**config.mk**
```make
export PLATFORM = sky130hd
export DESIGN_NAME = div_seq_unit_flat
export DESIGN_NICKNAME = d
export VERILOG_FILES = /design/src/rtl/div_seq_unit_if.sv /design/src/rtl/div_seq_unit.sv /design/src/flat_wrapper.sv
export SDC_FILE = /design/constraint.sdc
export NUM_CORES = 1
export LEC_CHECK = 0
export ABC_AREA = 1
export CORE_MARGIN = 2
export CORE_UTILIZATION = 56
export DETAILED_ROUTE_END_ITERATION = 6
export GPL_TIMING_DRIVEN = 0
export PLACE_DENSITY = 0.79
export RECOVER_POWER = 100
export SETUP_SLACK_MARGIN = 0.15
export SLEW_MARGIN = 20
export SYNTH_ARGS = -nofsm -noshare
export SYNTH_HDL_FRONTEND = slang
export SYNTH_SLANG_ARGS = --single-unit
```
**constraint.sdc**
```tcl
create_clock -name i_clk -period 2.9 [get_ports i_clk]
set_clock_uncertainty 0.15 [all_clocks]
set_input_delay 0.29 -clock i_clk [delete_from_list [all_inputs] [get_ports i_clk]]
set_output_delay 0.29 -clock i_clk [all_outputs]
set_load 0.05 [all_outputs]
```
**src/rtl/div_seq_unit_if.sv**
```systemverilog
// Request/response bundle between the execute stage (master) and div_seq_unit (slave).
// Carries both valid/ready handshakes, the pipeline flush and a debug view of the FSM state.
interface div_seq_unit_if #(
    parameter int DATA_WIDTH    = 64,
    parameter int CONTROL_WIDTH = 5
);
    logic                     i_valid;
    logic                     o_ready;
    logic [CONTROL_WIDTH-1:0] i_alu_control;
    logic [DATA_WIDTH-1:0]    i_src_1;
    logic [DATA_WIDTH-1:0]    i_src_2;
    logic                     i_flush;
    logic                     o_valid;
    logic                     i_ready;
    logic [DATA_WIDTH-1:0]    o_result;
    logic [2:0]               o_state;

    modport master (
        output i_valid, i_alu_control, i_src_1, i_src_2, i_flush, i_ready,
        input  o_ready, o_valid, o_result, o_state
    );

    modport slave (
        input  i_valid, i_alu_control, i_src_1, i_src_2, i_flush, i_ready,
        output o_ready, o_valid, o_result, o_state
    );
endinterface

```
**src/rtl/div_seq_unit.sv**
```systemverilog
// Multi-cycle radix-2 restoring divider for RISC-V DIV/DIVU/REM/REMU and their *W forms.
// Optional `DIV_EARLY_OUT_EN: divide-by-zero and signed overflow skip the iteration loop.
//
// Handshakes: a request is taken on a rising edge with i_valid & o_ready & ~i_flush;
// a result is taken on a rising edge with o_valid & i_ready & ~i_flush.
module div_seq_unit #(
    parameter int DATA_WIDTH    = 64,
    parameter int WORD_WIDTH    = 32,
    parameter int CONTROL_WIDTH = 5
) (
    input  logic           i_clk,
    input  logic           i_arst_n,
    div_seq_unit_if.slave  bus
);
    localparam int DW    = DATA_WIDTH;
    localparam int WW    = WORD_WIDTH;
    localparam int CNT_W = $clog2(DATA_WIDTH);

    localparam logic [CONTROL_WIDTH-1:0] OP_DIV   = 5'b10011;
    localparam logic [CONTROL_WIDTH-1:0] OP_DIVU  = 5'b10100;
    localparam logic [CONTROL_WIDTH-1:0] OP_REM   = 5'b10101;
    localparam logic [CONTROL_WIDTH-1:0] OP_REMU  = 5'b10110;
    localparam logic [CONTROL_WIDTH-1:0] OP_DIVW  = 5'b11000;
    localparam logic [CONTROL_WIDTH-1:0] OP_DIVUW = 5'b11001;
    localparam logic [CONTROL_WIDTH-1:0] OP_REMW  = 5'b11010;
    localparam logic [CONTROL_WIDTH-1:0] OP_REMUW = 5'b11011;

    typedef enum logic [2:0] {
        S_IDLE = 3'd0,
        S_PREP = 3'd1,
        S_CALC = 3'd2,
        S_FIX  = 3'd3,
        S_DONE = 3'd4
    } state_e;

    state_e                   state_q, state_d;
    logic [CONTROL_WIDTH-1:0] op_q, op_d;
    logic [DW-1:0]            src1_q, src1_d;
    logic [DW-1:0]            src2_q, src2_d;
    logic [DW-1:0]            quo_q, quo_d;
    logic [DW-1:0]            rem_q, rem_d;
    logic [DW-1:0]            dvsr_q, dvsr_d;
    logic [CNT_W-1:0]         cnt_q, cnt_d;
    logic [DW-1:0]            result_q, result_d;

    // Op decode; anything outside the table is an unsigned full-width op forced to 0.
    logic is_legal, is_signed, is_rem, is_word;
    always_comb begin
        is_legal  = 1'b1;
        is_signed = 1'b0;
        is_rem    = 1'b0;
        is_word   = 1'b0;
        case (op_q)
            OP_DIV:   is_signed = 1'b1;
            OP_DIVU:  ;
            OP_REM:   begin is_signed = 1'b1; is_rem = 1'b1; end
            OP_REMU:  is_rem = 1'b1;
            OP_DIVW:  begin is_word = 1'b1; is_signed = 1'b1; end
            OP_DIVUW: is_word = 1'b1;
            OP_REMW:  begin is_word = 1'b1; is_signed = 1'b1; is_rem = 1'b1; end
            OP_REMUW: begin is_word = 1'b1; is_rem = 1'b1; end
            default:  is_legal = 1'b0;
        endcase
    end

    // Operand conditioning is derived from the captured operands, so it is stable from PREP to FIX.
    logic [DW-1:0] a_ext, b_ext, a_word_sx, abs_a, abs_b, min_val;
    logic          sign_a, sign_b, div_zero, sgn_ovf;
    always_comb begin
        a_ext     = is_word ? {{(DW-WW){is_signed & src1_q[WW-1]}}, src1_q[WW-1:0]} : src1_q;
        b_ext     = is_word ? {{(DW-WW){is_signed & src2_q[WW-1]}}, src2_q[WW-1:0]} : src2_q;
        a_word_sx = is_word ? {{(DW-WW){src1_q[WW-1]}}, src1_q[WW-1:0]} : src1_q;
        sign_a    = is_signed & a_ext[DW-1];
        sign_b    = is_signed & b_ext[DW-1];
        abs_a     = sign_a ? (~a_ext + 1'b1) : a_ext;
        abs_b     = sign_b ? (~b_ext + 1'b1) : b_ext;
        min_val   = is_word ? {{(DW-WW+1){1'b1}}, {(WW-1){1'b0}}} : {1'b1, {(DW-1){1'b0}}};
        div_zero  = (b_ext == '0);
        sgn_ovf   = is_signed & (a_ext == min_val) & (b_ext == '1);
    end

    // One restoring step: shift {rem, quo} left and keep the trial difference when non-negative.
    logic [DW:0] shifted, trial;
    always_comb begin
        shifted = {rem_q, quo_q[DW-1]};
        trial   = shifted - {1'b0, dvsr_q};
    end

    // Sign fix-up, quotient/remainder select, word sign-extension, then special-case override.
    logic [DW-1:0] q_fix, r_fix, sel, fix_val;
    always_comb begin
        q_fix = (sign_a ^ sign_b) ? (~quo_q + 1'b1) : quo_q;
        r_fix = sign_a ? (~rem_q + 1'b1) : rem_q;
        sel   = is_rem ? r_fix : q_fix;
        fix_val = is_word ? {{(DW-WW){sel[WW-1]}}, sel[WW-1:0]} : sel;
        if (!is_legal) begin
            fix_val = '0;
        end else if (div_zero) begin
            fix_val = is_rem ? a_word_sx : '1;
        end else if (sgn_ovf) begin
            fix_val = is_rem ? '0 : a_ext;
        end
    end

    // FSM: state register
    always_ff @(posedge i_clk or negedge i_arst_n) begin
        if (!i_arst_n) state_q <= S_IDLE;
        else           state_q <= state_d;
    end

    // FSM: next state; flush wins over accept and over the result handshake.
    always_comb begin
        state_d = state_q;
        if (bus.i_flush) begin
            state_d = S_IDLE;
        end else begin
            case (state_q)
                S_IDLE: if (bus.i_valid) state_d = S_PREP;
                S_PREP: begin
`ifdef DIV_EARLY_OUT_EN
                    state_d = (div_zero | sgn_ovf) ? S_FIX : S_CALC;
`else
                    state_d = S_CALC;
`endif
                end
                S_CALC: if (cnt_q == '0) state_d = S_FIX;
                S_FIX:  state_d = S_DONE;
                S_DONE: if (bus.i_ready) state_d = S_IDLE;
                default: state_d = S_IDLE;
            endcase
        end
    end

    // FSM: outputs decoded from registers only
    always_comb begin
        bus.o_ready  = (state_q == S_IDLE);
        bus.o_valid  = (state_q == S_DONE);
        bus.o_state  = state_q;
        bus.o_result = result_q;
    end

    // Datapath next-state
    always_comb begin
        op_d     = op_q;
        src1_d   = src1_q;
        src2_d   = src2_q;
        quo_d    = quo_q;
        rem_d    = rem_q;
        dvsr_d   = dvsr_q;
        cnt_d    = cnt_q;
        result_d = result_q;
        case (state_q)
            S_IDLE: begin
                if (bus.i_valid && !bus.i_flush) begin
                    op_d   = bus.i_alu_control;
                    src1_d = bus.i_src_1;
                    src2_d = bus.i_src_2;
                end
            end
            S_PREP: begin
                // Word dividends sit in the top half so WW shifts drain them fully.
                quo_d  = is_word ? {abs_a[WW-1:0], {(DW-WW){1'b0}}} : abs_a;
                rem_d  = '0;
                dvsr_d = abs_b;
                cnt_d  = is_word ? CNT_W'(WW-1) : CNT_W'(DW-1);
            end
            S_CALC: begin
                if (!trial[DW]) begin
                    rem_d = trial[DW-1:0];
                    quo_d = {quo_q[DW-2:0], 1'b1};
                end else begin
                    rem_d = shifted[DW-1:0];
                    quo_d = {quo_q[DW-2:0], 1'b0};
                end
                cnt_d = cnt_q - 1'b1;
            end
            S_FIX:   result_d = fix_val;
            default: ;
        endcase
    end

    always_ff @(posedge i_clk or negedge i_arst_n) begin
        if (!i_arst_n) begin
            op_q     <= '0;
            src1_q   <= '0;
            src2_q   <= '0;
            quo_q    <= '0;
            rem_q    <= '0;
            dvsr_q   <= '0;
            cnt_q    <= '0;
            result_q <= '0;
        end else begin
            op_q     <= op_d;
            src1_q   <= src1_d;
            src2_q   <= src2_d;
            quo_q    <= quo_d;
            rem_q    <= rem_d;
            dvsr_q   <= dvsr_d;
            cnt_q    <= cnt_d;
            result_q <= result_d;
        end
    end
endmodule
```
**src/flat_wrapper.sv**
```systemverilog
// flat-port wrapper written by rule: the top's interface ports become plain ports
module div_seq_unit_flat 
#(
    parameter int DATA_WIDTH    = 64,
    parameter int WORD_WIDTH    = 32,
    parameter int CONTROL_WIDTH = 5
)
  (i_clk, i_arst_n, bus_i_valid, bus_i_alu_control, bus_i_src_1, bus_i_src_2, bus_i_flush, bus_i_ready, bus_o_ready, bus_o_valid, bus_o_result, bus_o_state);
  div_seq_unit_if #(.DATA_WIDTH(DATA_WIDTH), .CONTROL_WIDTH(CONTROL_WIDTH)) bus_i ();
  input  logic i_clk;
  input  logic i_arst_n;
  input wire logic [$bits(bus_i.i_valid)-1:0] bus_i_valid;
  input wire logic [$bits(bus_i.i_alu_control)-1:0] bus_i_alu_control;
  input wire logic [$bits(bus_i.i_src_1)-1:0] bus_i_src_1;
  input wire logic [$bits(bus_i.i_src_2)-1:0] bus_i_src_2;
  input wire logic [$bits(bus_i.i_flush)-1:0] bus_i_flush;
  input wire logic [$bits(bus_i.i_ready)-1:0] bus_i_ready;
  output wire logic [$bits(bus_i.o_ready)-1:0] bus_o_ready;
  output wire logic [$bits(bus_i.o_valid)-1:0] bus_o_valid;
  output wire logic [$bits(bus_i.o_result)-1:0] bus_o_result;
  output wire logic [$bits(bus_i.o_state)-1:0] bus_o_state;
  assign bus_i.i_valid = bus_i_valid;
  assign bus_i.i_alu_control = bus_i_alu_control;
  assign bus_i.i_src_1 = bus_i_src_1;
  assign bus_i.i_src_2 = bus_i_src_2;
  assign bus_i.i_flush = bus_i_flush;
  assign bus_i.i_ready = bus_i_ready;
  assign bus_o_ready = bus_i.o_ready;
  assign bus_o_valid = bus_i.o_valid;
  assign bus_o_result = bus_i.o_result;
  assign bus_o_state = bus_i.o_state;
  div_seq_unit #(.DATA_WIDTH(DATA_WIDTH), .WORD_WIDTH(WORD_WIDTH), .CONTROL_WIDTH(CONTROL_WIDTH)) u_core (.i_clk(i_clk), .i_arst_n(i_arst_n), .bus(bus_i));
endmodule
```
==> flow_metrics.env, run 1 <==
export IMPL_status="stopped before the end"
export IMPL_haltStage="5_1_grt"
export IMPL_error_line="[ERROR GRT-0232] Routing congestion too high. Check the congestion heatmap in the GUI."
export IMPL_synthTopCellsByArea="dfrtp_1 30%, nand2_1 20%, nand3_1 11%, nor2_1 7.9%, inv_1 6.8%"
export IMPL_ys_seq_elements=398
export IMPL_yosysMostFrequentCell="nand2_1"
export IMPL_die_w_um=248
export IMPL_synth_edf_count=0
export IMPL_cts_root_buffer="clkbuf_16"
export IMPL_cts_buffer_depth=3
export IMPL_ys_async_sr_fraction_pct=100
export IMPL_die_y_um=248
export IMPL_synth_top_cell_area_share_pct=30.0
export IMPL_yosysSeqAreaShare_pct=30.0
export IMPL_cts_made_buffers=45
export IMPL_gp_congestion=1.17
export IMPL_synth_flop_cell="dfrtp_1"
export IMPL_dp_cells=6425
export IMPL_yosys_area_top_type="dfrtp_1"
export IMPL_synthCells=5442
export IMPL_portBuffers=206
export IMPL_worst_ep_kind="sequential cell input"
export IMPL_num_rows=89
export IMPL_synth_common_cells="1741 x nand2_1, 715 x nand3_1, 701 x nor2_1, 601 x inv_1, 398 x dfrtp_1"
export IMPL_cts_sinks=398
export IMPL_yosysWarnings=0
export IMPL_start_util_pct=56.5
export IMPL_worst_endpoint="u_core.bus.o_result[24]$_DFFE_PN0N_/D"
export IMPL_dp_hpwl_mm=129
export IMPL_overflow=5
export IMPL_grt_max_degree=95
export IMPL_htree_num_levels=2
export IMPL_gr_usage_all_layers_pct=70.7
export IMPL_synth_nets=5652
export IMPL_syn_area_um2=33200
export IMPL_synth_cell_type_count=46
export IMPL_pin_count=207
export IMPL_synth_area_per_cell_um2=6.10
[per-layer routing]
layer	GRT usage, %	GRT overflow
met1	74.4	2
met2	87.3	3
met3	52.0	0
met4	64.8	0
met5	33.9	0
[metrics by stage]
step	setup WS (ns)	hold WS, ns	instance area, um^2	TNS [ns]
after floorplan	0.138	-0.156	33200	0
after global placement	-15.95	0.316	36300	-6503.12
after detailed placement	-1.78	0.190	36400	-182.59
after CTS	-0.143	0.123	43600	-8.25
[cells by family after synthesis]
kind of cell,Yosys count,share of synthesized area [%]
fa+ha+maj,72,2.73
buf+inv,823,9.61
flops,398,30.0
xor+xnor,130,3.43
mux,57,1.93
compound gates,581,9.70
simple gates,3381,42.6
[timing repair]
item                                    4_1_cts
pin swaps                                   187
endpoints found under the hold margin        77
hold buffers                                  1
resized for setup                          1045
gates cloned                                 27
endpoints found under the setup margin      324
setup buffers                               141
==> run 2, diff against run 1 <==
--- a/config.mk
+++ b/config.mk
@@ -7,12 +7,11 @@
 export LEC_CHECK = 0
 export ABC_AREA = 1
 export CORE_MARGIN = 2
-export CORE_UTILIZATION = 56
+export CORE_UTILIZATION = 40
 export DETAILED_ROUTE_END_ITERATION = 6
 export GPL_TIMING_DRIVEN = 0
-export PLACE_DENSITY = 0.79
+export PLACE_DENSITY_LB_ADDON = 0.15
 export RECOVER_POWER = 100
-export SETUP_SLACK_MARGIN = 0.15
 export SLEW_MARGIN = 20
 export SYNTH_ARGS = -nofsm -noshare
 export SYNTH_HDL_FRONTEND = slang
==> constraint.sdc (replaced) <==
create_clock -name i_clk -period 3.75 [get_ports i_clk]
set_clock_uncertainty 0.15 [all_clocks]
set_input_delay 0.375 -clock i_clk [delete_from_list [all_inputs] [get_ports i_clk]]
set_output_delay 0.375 -clock i_clk [all_outputs]
set_load 0.05 [all_outputs]
==> run 2 against run 1 <==
Compared with the run above:
- area after synthesis did not move
- the flow now finishes, with violations (design-rule violations, max-capacitance violations, max-slew violations, negative setup slack)
- synthesized cell count unchanged
==> flow_metrics.env, run 2 <==
export IMPL_synthCells=5442
export IMPL_yosysWarnings=0
export IMPL_cts_sinks=398
export IMPL_insertion_delay_ns=0.64
export IMPL_synthTopCellsByArea="dfrtp_1 30%, nand2_1 20%, nand3_1 11%, nor2_1 7.9%, inv_1 6.8%"
export IMPL_worst_pin_slew_ns=2.56
export IMPL_tritoncts="yes"
export IMPL_clk_pin_slew_worst_paths_ns=0.06
export IMPL_critPathLaunchType="flop"
export IMPL_cap_violations=1
export IMPL_comb_power_share_pct=65.1
export IMPL_finalWorstSetupSlack_ns=-0.111
export IMPL_synth_cell_type_count=46
export IMPL_die_y_um=292
export IMPL_powerDensity_nw_per_um2=944
export IMPL_synth_common_cells="1741 x nand2_1, 715 x nand3_1, 701 x nor2_1, 601 x inv_1, 398 x dfrtp_1"
export IMPL_ys_seq_elements=398
export IMPL_ir_drop_v=0.000467
export IMPL_met3_usage_pct=9.03
export IMPL_cts_buffer_depth=3
export IMPL_htree_num_levels=2
export IMPL_layout_common_cells="1726 x nand2_1, 713 x nand3_1, 692 x nor2_1, 600 x inv_1, 397 x dfrtp_1"
export IMPL_dp_hpwl_mm=146
export IMPL_viasPerCell=5.73
export IMPL_yosys_area_top_type="dfrtp_1"
export IMPL_gr_usage_all_layers_pct=40.0
export IMPL_fmax_mhz=259
export IMPL_post_route_drc_count=16
export IMPL_hold_slack_ns=0.163
export IMPL_antenna_found_initial=2
export IMPL_slew_headroom_pct=-70.4
export IMPL_status="complete, but fails checks"
export IMPL_finalCritPeriodShare_pct=103
export IMPL_criticalPathCategory="flop to flop"
export IMPL_critical_path_arrival_ns=4.22
export IMPL_syn_to_final_growth_pct=17.4
export IMPL_hold_violations=0
export IMPL_antenna_left=0
export IMPL_rsz0062_at_grt="true"
export IMPL_fin_util_pct=47.5
export IMPL_ys_async_sr_fraction_pct=100
export IMPL_min_path_type="primary input to flop"
export IMPL_gp_congestion=1.08
export IMPL_num_rows=105
export IMPL_hold_depth=3
export IMPL_start_util_pct=40.5
export IMPL_switching_power_mw=21.3
export IMPL_p_sw_share_pct=57.9
export IMPL_pre_cts_slack_ns=-1.13
export IMPL_yosysSeqAreaShare_pct=30.0
export IMPL_synth_flop_cell="dfrtp_1"
export IMPL_via_count=39100
export IMPL_clkPwrFrac_pct=14.2
export IMPL_setup_viol=27
export IMPL_portBuffers=206
export IMPL_worst_r2r_path_depth=14
export IMPL_die_w_um=292
export IMPL_met2_usage_pct=57.7
export IMPL_grt_pass1_wl_mm=249
export IMPL_overflow=0
export IMPL_antenna_cells=0
export IMPL_synth_top_cell_area_share_pct=30.0
export IMPL_synth_edf_count=0
export IMPL_synth_nets=5652
export IMPL_fin_crit_ns=3.86
export IMPL_fin_area_um2=39000
export IMPL_core_area_um2=82100
export IMPL_drtIter0Drc=4827
export IMPL_die_area_um2=85400
export IMPL_power_leakage_nw=19.5
export IMPL_failed_checks="design-rule violations, max-capacitance violations, max-slew violations, negative setup slack"
export IMPL_syn_area_um2=33200
export IMPL_grt_busiest_layer="met2"
export IMPL_pwr_share_seq_pct=20.7
export IMPL_first_pass_iters=7
export IMPL_setup_tns_ns=-1.16
export IMPL_finalWirelength_mm=175
export IMPL_cts_root_buffer="clkbuf_16"
export IMPL_critPathMaxFanout=10
export IMPL_end_kind="flop"
export IMPL_wl_per_cell_um=25.6
export IMPL_yosysMostFrequentCell="nand2_1"
export IMPL_drive_gt1_share_pct=5.66
export IMPL_grt_max_degree=99
export IMPL_required_ns=4.11
export IMPL_cts_made_buffers=50
export IMPL_layout_commonest_cell="nand2_1"
export IMPL_placed_area_um2=36800
export IMPL_grt_util_met1_pct=56.8
export IMPL_pin_count=207
export IMPL_p_int_mw=15.5
export IMPL_drv_slew=35
export IMPL_synth_area_per_cell_um2=6.10
export IMPL_grt_pass1_vias=36800
export IMPL_fin_nets=5925
[run 2: cell counts after synthesis]
Identical to the previous run, type by type.
[run 2: what timing repair did]
action / 4_1_cts / 5_1_grt
pin swaps: 3 / 4
resized for setup: 66 / 93
endpoints found under the setup margin: 166 / 135
hold buffers: 1 / 0
endpoints found under the hold margin: 221 / 0
buffers inserted: 6 / 4
[run 2: per-layer routing]
metal,vias up,wire length [um]
met5,-,13
met4,2,8700
met3,332,18500
met2,2160,71300
met1,18500,76000
li1,18100,-
[run 2: metrics by stage]
stage | std cells | power, mW
global placement | 6718 | 30.2
floorplan | 5442 | 21.3
detailed placement | 6724 | 30.3
CTS | 6824 | 35.7
global route | 6827 | 38.8
finish | 6827 | 36.8
[run 2: cells by family (layout without fill, tap and decap cells)]
kind of cell	count (synthesis)	count (layout)	share of synthesized area (%)
buffers and inverters	823	1138	9.61
flip-flops	398	398	30.0
multiplexers	57	57	1.93
adder cells (fa/ha/maj)	72	72	2.73
XOR/XNOR	130	130	3.43
AO/OA/AOI/OAI	581	581	9.70
AND/OR/NAND/NOR	3381	3381	42.6
[run 2: worst paths after layout]
| check | from | slack (ns) | end |
|---|---|---|---|
| worst max-delay path | u_core.op_q[4] | -0.11 | u_core.quo_q[48] |
| worst max register to register | u_core.op_q[4] | -0.11 | u_core.quo_q[48] |
| worst min-delay path | bus_i_src_2[12] | 0.16 | u_core.src2_q[12] |
| worst min register to register | u_core.bus.o_result[40] | 0.32 | u_core.bus.o_result[40] |
| max in group asynchronous | i_arst_n | 0.45 | u_core.src1_q[56] |
| min in group asynchronous | i_arst_n | 0.95 | u_core.bus.o_result[50] |
[run 2: layout make-up]
class	instances	area, um^2
Clock buffer	66	1430
Buffer	214	1010
Clock inverter	28	347
Tap cell	1070	1340
Sequential cell	398	9960
Multi-Input combinational cell	4221	20400
Inverter	607	2280
Fill cell	8776	43100
Timing Repair Buffer	223	2260
[run 2: power by group through the flow]
stage / combinational [mW] / clock (mW) / sequential [mW]
finish: 24.0 / 5.24 / 7.61
CTS: 22.9 / 5.26 / 7.52
detailed placement: 22.7 / 0 / 7.57
floorplan: 13.4 / 0 / 7.89
global route: 25.6 / 5.44 / 7.75
global placement: 22.7 / 0 / 7.54
[run 2: worst max-delay path, stage by stage (launching register included)]
cell	delay [ns]
dfrtp_1	0.41
nand2_1	0.11
nor2_4	0.25
nand2_2	0.22
o21ai_4	0.23
nand2_4	0.23
inv_2	0.10
clkbuf_2	0.35
buf_4	0.32
o21ai_1	0.11
xor2_1	0.60
or2_0	0.21
nand3_1	0.10
nand2_1	0.24
nand2_1	0.09
No activity file was read; power rests on OpenSTA's default activity.
==> run 3, diff against run 2 <==
--- a/config.mk
+++ b/config.mk
@@ -12,6 +12,7 @@
 export GPL_TIMING_DRIVEN = 0
 export PLACE_DENSITY_LB_ADDON = 0.15
 export RECOVER_POWER = 100
+export SKIP_CTS_REPAIR_TIMING = 1
 export SLEW_MARGIN = 20
 export SYNTH_ARGS = -nofsm -noshare
 export SYNTH_HDL_FRONTEND = slang
==> run 3 against run 2 <==
Compared with the run above:
- the flow finishes with violations (max-capacitance violations, max-slew violations, negative setup slack)
- register-to-register slack better by 0.06 ns
- first-iteration DRC count is 1.9% higher
- global-route usage hardly changed
- sequential power hardly changed
==> flow_metrics.env, run 3 (same netlist as run 2, synthesis figures left out) <==
export IMPL_status="complete, but fails checks"
export IMPL_failed_checks="max-capacitance violations, max-slew violations, negative setup slack"
export IMPL_slew_headroom_pct=-70.4
export IMPL_max_stage_delay_ns=0.77
export IMPL_gr_usage_all_layers_pct=40.0
export IMPL_wl_per_cell_um=25.6
export IMPL_die_y_um=292
export IMPL_fin_util_pct=47.5
export IMPL_grt_pass1_wl_mm=249
export IMPL_start_util_pct=40.5
export IMPL_syn_to_final_growth_pct=17.4
export IMPL_drive_gt1_share_pct=5.70
export IMPL_tritoncts="yes"
export IMPL_power_mw=36.8
export IMPL_powerDensity_nw_per_um2=945
export IMPL_fmax_mhz=263
export IMPL_post_route_drc_count=0
export IMPL_num_rows=105
export IMPL_critPathMaxFanout=10
export IMPL_fill_cells=8782
export IMPL_cts_root_buffer="clkbuf_16"
export IMPL_gp_congestion=1.08
export IMPL_cap_violations=1
export IMPL_power_leakage_nw=19.5
export IMPL_hold_violations=0
export IMPL_dp_hpwl_mm=146
export IMPL_drtIter0Drc=4918
export IMPL_setup_viol=7
export IMPL_worst_pin_slew_ns=2.56
export IMPL_setup_tns_ns=-0.210
export IMPL_worstPathCellList="nand2_1 -> nor2_4 -> buf_12 -> nand2_2 -> o21ai_4 -> nand2_4 -> clkbuf_1 -> nor2_1 -> xor2_1 -> o211ai_1 -> nand2_1 -> nand3_1"
export IMPL_cts_sinks=398
export IMPL_finalNonFillerCells=6829
export IMPL_cpMostUsedCell="nand2_1"
export IMPL_ir_drop_v=0.000464
export IMPL_die_area_um2=85400
export IMPL_critPathLaunchType="flop"
export IMPL_grt_pass1_vias=36600
export IMPL_fin_crit_ns=3.81
export IMPL_htree_num_levels=2
export IMPL_clk_pin_slew_worst_paths_ns=0.06
export IMPL_fin_area_um2=39000
export IMPL_antenna_left=0
export IMPL_end_kind="flop"
export IMPL_cp_startpoint="u_core.op_q[3]"
export IMPL_min_from="bus_i_src_2[12]"
export IMPL_core_area_um2=82100
export IMPL_worst_path_buf_inv=2
export IMPL_grt_max_degree=99
export IMPL_criticalPathCategory="flop to flop"
export IMPL_first_pass_iters=6
export IMPL_placed_area_um2=36800
export IMPL_insertion_delay_ns=0.64
export IMPL_layout_common_cells="1726 x nand2_1, 709 x nand3_1, 685 x nor2_1, 600 x inv_1, 398 x dfrtp_1"
export IMPL_cts_buffer_depth=3
export IMPL_pin_count=207
export IMPL_portBuffers=206
export IMPL_viasPerCell=5.72
export IMPL_finalWorstSetupSlack_ns=-0.0553
export IMPL_finalWirelength_mm=175
export IMPL_antenna_found_initial=2
export IMPL_min_path_type="primary input to flop"
export IMPL_layout_commonest_cell="nand2_1"
export IMPL_dp_cells=6724
export IMPL_finalCritPeriodShare_pct=101
export IMPL_critical_path_arrival_ns=4.15
export IMPL_die_w_um=292
export IMPL_cp_top_family="simple AND/OR/NAND/NOR gates"
export IMPL_fin_nets=5926
export IMPL_required_ns=4.10
export IMPL_reg2reg_from="u_core.op_q[3]"
export IMPL_via_count=39000
export IMPL_crit_slowest_cell="clkbuf_1"
export IMPL_overflow=0
export IMPL_cts_made_buffers=50
export IMPL_drv_slew=35
run 3: power breakdown:
part / switching [mW] / leakage [nW] / total (mW) / internal, mW
combinational: 17.5 / 13.7 / 24.0 / 6.50
clock: 2.17 / 0.859 / 5.24 / 3.07
sequential: 1.67 / 4.91 / 7.60 / 5.92
run 3: worst paths after layout:
path	endpoint	slack (ns)	depth (start not counted)
setup / recovery	u_core.quo_q[44]	-0.06	12
hold / removal	u_core.src2_q[12]	0.16	3
setup reg to reg	u_core.quo_q[44]	-0.06	12
hold reg to reg	u_core.bus.o_result[41]	0.32	2
max in group asynchronous	u_core.src1_q[46]	0.47	4
min in group asynchronous	u_core.bus.o_result[49]	0.95	2
run 3: final cells by class:
class / count / area [um^2] / area share [%]
diodes: 1 / 2.50 / 0.00642
plain buffers: 216 / 1000 / 2.56
clock buffers: 66 / 1430 / 3.67
clock inverters: 28 / 347 / 0.889
inverters: 607 / 2290 / 5.86
multi-input cells: 4221 / 20400 / 52.2
flip-flops and latches: 398 / 9960 / 25.5
well taps: 1070 / 1340 / 3.43
repair buffers: 222 / 2270 / 5.81
run 3: per-layer routing:
| layer | part of all wire [%] | GRT usage (%) | vias up |
|---|---|---|---|
| met4 | 4.6 | 16.3 | 0 |
| met1 | 43 | 57.0 | 18500 |
| li1 | - | - | 18100 |
| met5 | 0 | 0 | - |
| met2 | 41 | 58.1 | 2111 |
| met3 | 11 | 8.97 | 301 |
run 3: through the flow:
stage / hold slack (ns) / setup WS, ns
final: 0.162 / -0.0553
after global routing: 0.173 / -0.0192
after CTS: -0.505 / -1.12
after detailed placement: 0.154 / -1.13
after global placement: 0.314 / -16.46
after floorplan: -0.0706 / 0.765
run 3: worst min-delay path, stage by stage:
cell,delay (ns)
clkdlybuf4s50_1,0.40
nor2_1,0.10
a21oi_1,0.04
